File: src/rtl/change_pkg.sv
`default_nettype none
// ============================================================================
// Module   : change_pkg
// Purpose  : Shared state encoding and coin values for the change dispenser.
// Revision : 1.0  initial release
// ============================================================================
package change_pkg;

   typedef enum logic [2:0] {
      IDLE  = 3'd0,
      SEL   = 3'd1,
      PULSE = 3'd2,
      WAIT  = 3'd3,
      DONE  = 3'd4,
      FAULT = 3'd5
   } state_t;

   localparam int COIN5_VAL = 5;
   localparam int COIN1_VAL = 1;

endpackage
`default_nettype wire

File: src/rtl/edge_sync.sv
`default_nettype none
// ============================================================================
// Module   : edge_sync
// Purpose  : Two-flop synchroniser followed by a one-cycle rising-edge pulse.
// Revision : 1.0  initial release
// ============================================================================
module edge_sync (
   input  logic Clock,
   input  logic Reset,
   input  logic Async_sig,
   output logic Rise_pulse
);
   logic r_meta;
   logic r_sync;
   logic r_prev;

   always_ff @(posedge Clock or posedge Reset) begin
      if (Reset) begin
         r_meta <= 1'b0;
         r_sync <= 1'b0;
         r_prev <= 1'b0;
      end else begin
         r_meta <= Async_sig;
         r_sync <= r_meta;
         r_prev <= r_sync;
      end
   end

   assign Rise_pulse = r_sync & ~r_prev;

endmodule
`default_nettype wire

File: src/rtl/change_dispenser.sv
`default_nettype none
// ============================================================================
// Module   : change_dispenser
// Purpose  : Pays back change coin by coin with sensor confirmation, timeout
//            and retry. Define CHANGE_5_EN to enable the 5-yuan hopper.
// Revision : 1.0  initial release
// ============================================================================
module change_dispenser
   import change_pkg::*;
#(
   parameter int CREDIT_W    = 4,
   parameter int PULSE_CYC   = 1000,
   parameter int TIMEOUT_CYC = 50000,
   parameter int RETRIES     = 2
) (
   input  logic                Clock,
   input  logic                Reset,
   input  logic                Start,
   input  logic [CREDIT_W-1:0] Credit,
   input  logic                Coin_out,
   output logic                Eject_5,
   output logic                Eject_1,
   output logic                Busy,
   output logic                Done,
   output logic                Fault,
   output logic [CREDIT_W-1:0] Remaining
);
   localparam int c_pls_w = $clog2(PULSE_CYC) + 1;
   localparam int c_tmo_w = $clog2(TIMEOUT_CYC) + 1;
   localparam int c_rty_w = $clog2(RETRIES) + 1;
   localparam logic [CREDIT_W-1:0] c_coin1 = CREDIT_W'(COIN1_VAL);
`ifdef CHANGE_5_EN
   localparam logic [CREDIT_W-1:0] c_coin5 = CREDIT_W'(COIN5_VAL);
`endif

   state_t              r_state;
   state_t              w_state_next;
   logic [CREDIT_W-1:0] r_remaining;
   logic [c_tmo_w-1:0]  r_tmo_cnt;
   logic [c_pls_w-1:0]  r_pls_cnt;
   logic [c_rty_w-1:0]  r_retry;
   logic                r_eject1;
   logic                r_busy;
   logic                r_done;
   logic                r_fault;
   logic                w_coin_edge;
   logic                w_start_ok;
   logic                w_in_flight;
   logic                w_timeout;
   logic                w_retry_left;
   logic [CREDIT_W-1:0] w_coin_val;
   logic [CREDIT_W-1:0] w_rem_after;
   logic                w_eject1_d;
   logic                w_busy_d;
   logic                w_done_d;
   logic                w_fault_d;
`ifdef CHANGE_5_EN
   logic                r_coin5;
   logic                r_eject5;
   logic                w_coin5_sel;
   logic                w_eject5_d;
`endif

   edge_sync u_coin_sync (
      .Clock      (Clock),
      .Reset      (Reset),
      .Async_sig  (Coin_out),
      .Rise_pulse (w_coin_edge)
   );

   assign w_start_ok   = Start && ((r_state == IDLE) || (r_state == DONE) || (r_state == FAULT));
   assign w_in_flight  = (r_state == PULSE) || (r_state == WAIT);
   assign w_timeout    = (r_tmo_cnt == '0);
   assign w_retry_left = (r_retry < c_rty_w'(RETRIES));
`ifdef CHANGE_5_EN
   // Selection is made in SEL and then held for the whole attempt.
   assign w_coin5_sel  = (r_state == SEL) ? (r_remaining >= c_coin5) : r_coin5;
   assign w_coin_val   = r_coin5 ? c_coin5 : c_coin1;
`else
   assign w_coin_val   = c_coin1;
`endif
   assign w_rem_after  = r_remaining - w_coin_val;

   always_ff @(posedge Clock or posedge Reset) begin
      if (Reset) begin
         r_state <= IDLE;
      end else begin
         r_state <= w_state_next;
      end
   end

   always_comb begin
      w_state_next = r_state;
      case (r_state)
         IDLE, DONE, FAULT: begin
            if (w_start_ok) begin
               w_state_next = (Credit == '0) ? DONE : SEL;
            end else if (r_state == DONE) begin
               w_state_next = IDLE;
            end
         end
         SEL: w_state_next = PULSE;
         PULSE, WAIT: begin
            // A confirmed coin wins over a timeout in the same cycle.
            if (w_coin_edge) begin
               w_state_next = (w_rem_after == '0) ? DONE : SEL;
            end else if (w_timeout) begin
               w_state_next = w_retry_left ? SEL : FAULT;
            end else if ((r_state == PULSE) && (r_pls_cnt == '0)) begin
               w_state_next = WAIT;
            end
         end
         default: w_state_next = IDLE;
      endcase
   end

   always_comb begin
      w_busy_d   = (w_state_next == SEL) || (w_state_next == PULSE) || (w_state_next == WAIT);
      w_done_d   = (w_state_next == DONE);
      w_fault_d  = (w_state_next == FAULT);
`ifdef CHANGE_5_EN
      w_eject5_d = (w_state_next == PULSE) && w_coin5_sel;
      w_eject1_d = (w_state_next == PULSE) && !w_coin5_sel;
`else
      w_eject1_d = (w_state_next == PULSE);
`endif
   end

   always_ff @(posedge Clock or posedge Reset) begin
      if (Reset) begin
         r_remaining <= '0;
         r_tmo_cnt   <= '0;
         r_pls_cnt   <= '0;
         r_retry     <= '0;
         r_eject1    <= 1'b0;
         r_busy      <= 1'b0;
         r_done      <= 1'b0;
         r_fault     <= 1'b0;
`ifdef CHANGE_5_EN
         r_coin5     <= 1'b0;
         r_eject5    <= 1'b0;
`endif
      end else begin
         r_eject1 <= w_eject1_d;
         r_busy   <= w_busy_d;
         r_done   <= w_done_d;
         r_fault  <= w_fault_d;
`ifdef CHANGE_5_EN
         r_eject5 <= w_eject5_d;
`endif
         if (w_start_ok) begin
            r_remaining <= Credit;
            r_retry     <= '0;
         end
         if (r_state == SEL) begin
            r_tmo_cnt <= c_tmo_w'(TIMEOUT_CYC);
            r_pls_cnt <= c_pls_w'(PULSE_CYC - 1);
`ifdef CHANGE_5_EN
            r_coin5   <= w_coin5_sel;
`endif
         end
         if (w_in_flight) begin
            if (r_tmo_cnt != '0) begin
               r_tmo_cnt <= r_tmo_cnt - c_tmo_w'(1);
            end
            if (r_pls_cnt != '0) begin
               r_pls_cnt <= r_pls_cnt - c_pls_w'(1);
            end
            if (w_coin_edge) begin
               r_remaining <= w_rem_after;
               r_retry     <= '0;
            end else if (w_timeout && w_retry_left) begin
               r_retry <= r_retry + c_rty_w'(1);
            end
         end
      end
   end

`ifdef CHANGE_5_EN
   assign Eject_5 = r_eject5;
`else
   assign Eject_5 = 1'b0;
`endif
   assign Eject_1   = r_eject1;
   assign Busy      = r_busy;
   assign Done      = r_done;
   assign Fault     = r_fault;
   assign Remaining = r_remaining;

endmodule
`default_nettype wire
File: config.mk
export PLATFORM = sky130hd
export DESIGN_NAME = change_dispenser
export DESIGN_NICKNAME = d
export VERILOG_FILES = /design/src/rtl/change_pkg.sv /design/src/rtl/edge_sync.sv /design/src/rtl/change_dispenser.sv
export SDC_FILE = /design/constraint.sdc
export NUM_CORES = 1
export LEC_CHECK = 0
export BUFFER_PORTS_ARGS = -buffer_cell sky130_fd_sc_hd__buf_2
export CELL_PAD_IN_SITES_DETAIL_PLACEMENT = 1
export CELL_PAD_IN_SITES_GLOBAL_PLACEMENT = 1
export CORE_MARGIN = 2
export CORE_UTILIZATION = 45
export CTS_CLUSTER_DIAMETER = 30
export DETAILED_ROUTE_END_ITERATION = 10
export PLACE_DENSITY = 0.87
export REMOVE_ABC_BUFFERS = 1
export SYNTH_ARGS = -nofsm -noshare
export SYNTH_HDL_FRONTEND = slang
export SYNTH_SLANG_ARGS = --single-unit
File: constraint.sdc
create_clock -name Clock -period 2.25 [get_ports Clock]
set_clock_uncertainty 0.05 [all_clocks]
set_input_delay 0.1125 -clock Clock [delete_from_list [all_inputs] [get_ports Clock]]
set_output_delay 0.1125 -clock Clock [all_outputs]
set_load 0.05 [all_outputs]
# Word level (Yosys, flattened, before mapping)
# Cells that the tools add are included.
# word_totals
reg_bits	44
in_bits	8
out_inout_bits	9
word_cells	68
# op_classes
addsub	4
magnitude_cmp	1
eq_ne	10
n_mux	22
bitwise_logic	2
reduce_logical	17
# op_table
cell	count
$mux W17	3
$mux W11	3
$mux W3	8
$logic_not A17 Y1	1
$reduce_bool A17 Y1	1
$sub A17 B1 Y17 const B	1
$eq A3 B2 Y1 const B	4
$eq A3 B3 Y1 const B	4
$mux W4	3
$logic_not A11 Y1	1
$reduce_bool A11 Y1	1
$sub A11 B1 Y11 const B	1
$pmux W3 S3	1
$logic_not A4 Y1	2
$mux W2	4
$eq A3 B1 Y1 const B	2
$logic_or A1 B1 Y1	5
$sub A4 B1 Y4 const B	1
$logic_and A1 B1 Y1	3
$logic_not A3 Y1	1
$reduce_or A3 Y1	1
$add A2 B1 Y2 const B	1
$lt A2 B2 Y1 const B	1
$reduce_or A2 Y1	1
other kinds (2)	2

# Logic depth before layout (Yosys ltp)
# logic_depth
word_depth	9
depth_mapped	8

# By module
# From an unflattened synthesis, not the netlist that was laid out.
# hier_totals
hier_cells	238
area_unflattened_um2	2339.7
# modules_own_cells
module	n_inst	cells_each	area_per_inst_um2
change_dispenser	1	233	2247.2
edge_sync	1	5	92.6

# Worst setup path after synthesis
# OpenSTA, ideal clock, no wires.
# synth_path
path_kind	reg2reg
start	reg r_remaining[0], in the netlist Remaining[0]
end	reg r_done, in the netlist Done
setup_ns	0.120
arrival_ns	1.938
t_required_ns	2.080
slack_ns	0.142
path_stages_with_launch	8
synth_period_minus_slack_ns	2.108
path_cell_list	dfrtp_1 > inv_1 > ha_1 > and3b_1 > a31oi_1 > nor3_1 > or3_1 > and3_1
# synth_via
elab_chain_len	6
# synth_lines
item	line_no	rtl
from (decl)	change_dispenser.sv:38	logic [CREDIT_W-1:0] r_remaining;
from (signal assigned)	change_dispenser.sv:152	r_remaining <= Credit;
from (signal assigned)	change_dispenser.sv:170	r_remaining <= w_rem_after;
$sub A4 B1 Y4	change_dispenser.sv:82	assign w_rem_after = r_remaining - w_coin_val;
$logic_not A4 Y1	change_dispenser.sv:106	w_state_next = (w_rem_after == '0) ? DONE : SEL;
$mux W3	change_dispenser.sv:106	
$mux W3	change_dispenser.sv:105	if (w_coin_edge) begin
$pmux W3 S3	change_dispenser.sv:94	case (r_state)
named net w_state_next[2]	change_dispenser.sv:37	state_t w_state_next;
$eq A3 B3 Y1	change_dispenser.sv:119	w_done_d = (w_state_next == DONE);
named net w_done_d	change_dispenser.sv:55	logic w_done_d;
to (signal assigned)	change_dispenser.sv:146	r_done <= w_done_d;
to (decl)	change_dispenser.sv:44	logic r_done;
# The timed path passes the listed nets, and every way through them passes these cells.

# Final worst setup path
# layout_path
start	reg r_pls_cnt[0]
end	reg r_fault, in the netlist Fault
# layout_via
elab_chain_len	7
# layout_lines
item	line_no	rtl
from (decl)	change_dispenser.sv:40	logic [c_pls_w-1:0] r_pls_cnt;
from (signal assigned)	change_dispenser.sv:157	r_pls_cnt <= c_pls_w'(PULSE_CYC - 1);
from (signal assigned)	change_dispenser.sv:167	r_pls_cnt <= r_pls_cnt - c_pls_w'(1);
$logic_not A11 Y1	change_dispenser.sv:109	end else if ((r_state == PULSE) && (r_pls_cnt == '0)) begin
$logic_and A1 B1 Y1	change_dispenser.sv:109	
$mux W3	change_dispenser.sv:109	
$mux W3	change_dispenser.sv:107	end else if (w_timeout) begin
$mux W3	change_dispenser.sv:105	
$pmux W3 S3	change_dispenser.sv:94	
named net w_state_next[0]	change_dispenser.sv:37	
$eq A3 B3 Y1	change_dispenser.sv:120	w_fault_d = (w_state_next == FAULT);
named net w_fault_d	change_dispenser.sv:56	logic w_fault_d;
to (signal assigned)	change_dispenser.sv:147	r_fault <= w_fault_d;
to (decl)	change_dispenser.sv:45	logic r_fault;
# The timed path passes the listed nets, and every way through them passes these cells.

==> results.yml <==
logic_synthesis:
  yosys_most_used_dff: "dfrtp_1"
  yosysSeqAreaShare: 0.473
  ys_async_sr_fraction: 1.00
  ys_types: 57
  syn_area_per_cell_sq_um: 9.94
  netlist_instances: 234
  syn_area_sq_mm: 0.00233
  ys_ff_latch: 44
  synth-edff-count: 0
  yosys_warnings: 0
floorplanning:
  die_area_sq_mm: 0.00576
  io_pins: 17
  initial_core_util: 0.461
  num_rows: 26
  die_h_um: 75.9
  die_w_um: 75.9
  core-area_sq_mm: 0.00504
min_path:
  hold_class: "in -> reg"
setup_path:
  cp-end-kind: "flop"
  crit_type: "reg -> reg"
  cp-start-kind: "flop"
  crit_required_ns: 2.45
  cp_max_fo: 5
  worstPathArrival_ns: 2.41
routing:
  ant_nets: 0
  drc: 0
  routed_via_density: 5.74
  drt_iter0_drc: 81
  drt_wl_total_mm: 5.66
  wl_per_cell_um: 17.0
  vias: 1912
  dr.pass1.iters: 4
place:
  gp_congestion: 0.800
  hpwl_mm: 4.00
  place.port_buffers: 15
  placed_cells: 323
timing:
  maxSlewViolCount: 0
  worstMarginPinSlew_ns: 0.565
  post-route-min-period_ns: 2.21
  fmax_mhz: 453
  hold_viol: 0
  tns_ns: 0
  rsz0062_at_grt: "yes"
  max_slew_margin: 0.623
  fin_crit_sh: 0.981
  final-setup-viol-count: 0
power:
  power_frac_comb: 0.458
  p_clk_frac: 0.165
  power.internal_mw: 1.68
  p_sw_mw: 1.44
  ir_worst_vdd_v: 0.000582
  static-leakage-power_nw: 1.11
  p_seq_frac: 0.377
  swShare: 0.461
  cellPowerDensity_mw_per_mm2: 1180
clocking:
  clock_latency_ns: 0.31
  cts_inserted_buffers: 5
  root_buffer: "clkbuf_8"
  htreeDepth: 2
  clockBufferDepth: 2
  cts_tree: "done"
  clkTransAtPathRegs_ns: 0.10
  cts_sinks: 44
final_layout:
  insertedDiodeCount: 0
  layoutNonFillerInstCount: 333
  drive_gt1_frac: 0.183
  n_fill_cell: 589
  final_nets: 275
  syn_to_final_growth_pct: 13.8
global_routing:
  antenna_found_initial: 0
  track_usage: 0.215
  grt_pass1_wl_mm: 9.47
  grt_pass1_vias: 1920
  grt_max_degree: 45
  overflow: 0
run:
  cap_violations: 0
status:
  status: "finished, final reports clean"
power groups by stage:
stage	Sequential (mW)	Clock (mW)	Combinational [mW]
final	1.17	0.515	1.43
after global routing	1.20	0.552	1.58
after global placement	1.16	0	1.37
after CTS	1.17	0.526	1.43
after detailed placement	1.19	0	1.42
after floorplan	1.34	0	0.771
placed cells by master, fill, tap and decap left out, types with 5 or more instances in the layout:
cell type	synthesis	final
a21oi_1	9	9
buf_2	1	15
buf_4	1	10
clkbuf_8	0	5
dfrtp_1	44	44
ha_1	5	5
inv_1	13	12
nand2_1	25	25
nand3_1	10	10
nor2_1	16	16
nor3_1	9	9
nor4_1	7	7
o211ai_1	6	6
o21ai_0	11	11
worst paths after layout:
kind | endpoint | slack [ns] | cells past startpoint | startpoint
max in group asynchronous | r_pls_cnt[2] | 1.32 | 4 | Reset
worst max register to register | Fault | 0.04 | 8 | r_pls_cnt[0]
worst min-delay path | Remaining[0] | 0.04 | 3 | Credit[0]
min in group asynchronous | u_coin_sync.r_meta | 0.43 | 4 | Reset
worst max-delay path | Fault | 0.04 | 8 | r_pls_cnt[0]
worst min register to register | u_coin_sync.r_sync | 0.32 | 0 | u_coin_sync.r_meta
cells by family after synthesis:
kind of cell,count (synthesis),synth area share
DFF,44,0.473
xor gates and xnor gates,5,0.0188
adders and majority gates,5,0.0269
muxes,5,0.0221
buffers and inverters,19,0.0360
other,1,0.00161
and+or+nand+nor,99,0.248
AOI/OAI and AO/OA,56,0.173
final cells by class:
cell class	count	area, sq um	share of cell area
inverter	13	48.8	0.0184
tap	70	87.6	0.0331
clock buffer	5	68.8	0.0260
clock inverter	3	23.8	0.00898
multi-input combinational	171	1150	0.433
sequential	44	1100	0.416
timing repair buffer	27	170	0.0643
per-stage QoR:
step | power (mW) | setup slack, ns | hold WS (ns) | util | cell area, sq um
CTS | 3.13 | 0.0126 | 0.0346 | 0.525 | 2650
floorplan | 2.11 | 0.0384 | 0.0939 | - | 2290
finish | 3.12 | 0.0429 | 0.0387 | 0.525 | 2650
detailed placement | 2.60 | 0.0464 | 0.172 | 0.501 | 2530
global route | 3.34 | -0.0446 | 0.0500 | 0.525 | 2650
global placement | 2.53 | 0.151 | 0.172 | 0.501 | 2530
synth_stat cells (2+ instances only):
cell type  instances  area [sq um]
nand4_1            2          12.5
xor2_1             4          35.0
nor4_1             7          43.8
nand2b_1           4          25.0
a211oi_1           2          15.0
dfrtp_1           44          1100
or3_1              3          18.8
o41ai_1            4          35.0
or4_1              3          22.5
mux2i_1            4          40.0
o31ai_1            4          30.0
a21oi_1            9          45.0
nor2b_1            3          18.8
nand4_2            3          37.5
nor3_1             9          45.0
nand2_1           25          93.8
nand3_1           10          50.1
clkbuf_1           2          7.51
nor2_1            16          60.1
o211ai_1           6          45.0
nor4_4             2          42.5
ha_1               5          62.6
a31oi_1            2          12.5
o311ai_0           4          35.0
o21ai_0           11          55.1
and2_1             2          12.5
inv_1             13          48.8
o21a_1             2          15.0
flip-flops by register name (all words and copies together), names as in the netlist:
signal              count
Fault                   1
Busy                    1
r_state                 3
u_coin_sync.r_prev      1
Done                    1
r_tmo_cnt              17
Eject_1                 1
r_pls_cnt              11
u_coin_sync.r_sync      1
r_retry                 2
u_coin_sync.r_meta      1
Remaining               4
per-layer routing:
layer,global-route usage,routed length [um]
met2,0.359,2810
met5,0,0
met1,0.298,2700
met3,0.0397,116
met4,0.0351,29
worst max-delay path, stage by stage (launching register included):
cell and delay [ns]:
dfrtp_1 0.42, inv_1 0.07, ha_1 0.18, or4b_4 0.51, nor4_1 0.36, nor4_1 0.09
o21a_1 0.23, inv_1 0.10, and2_1 0.13
timing repair:
item                                    CTS  global route
endpoints found under the setup margin    2             5
buffers inserted                          0             0
gates resized for setup                   1             0
gates cloned                              0             0
hold endpoints to repair                 45             0
hold buffers                              2             0
pin swaps                                 0             1
No activity file was read; power rests on OpenSTA's default activity.
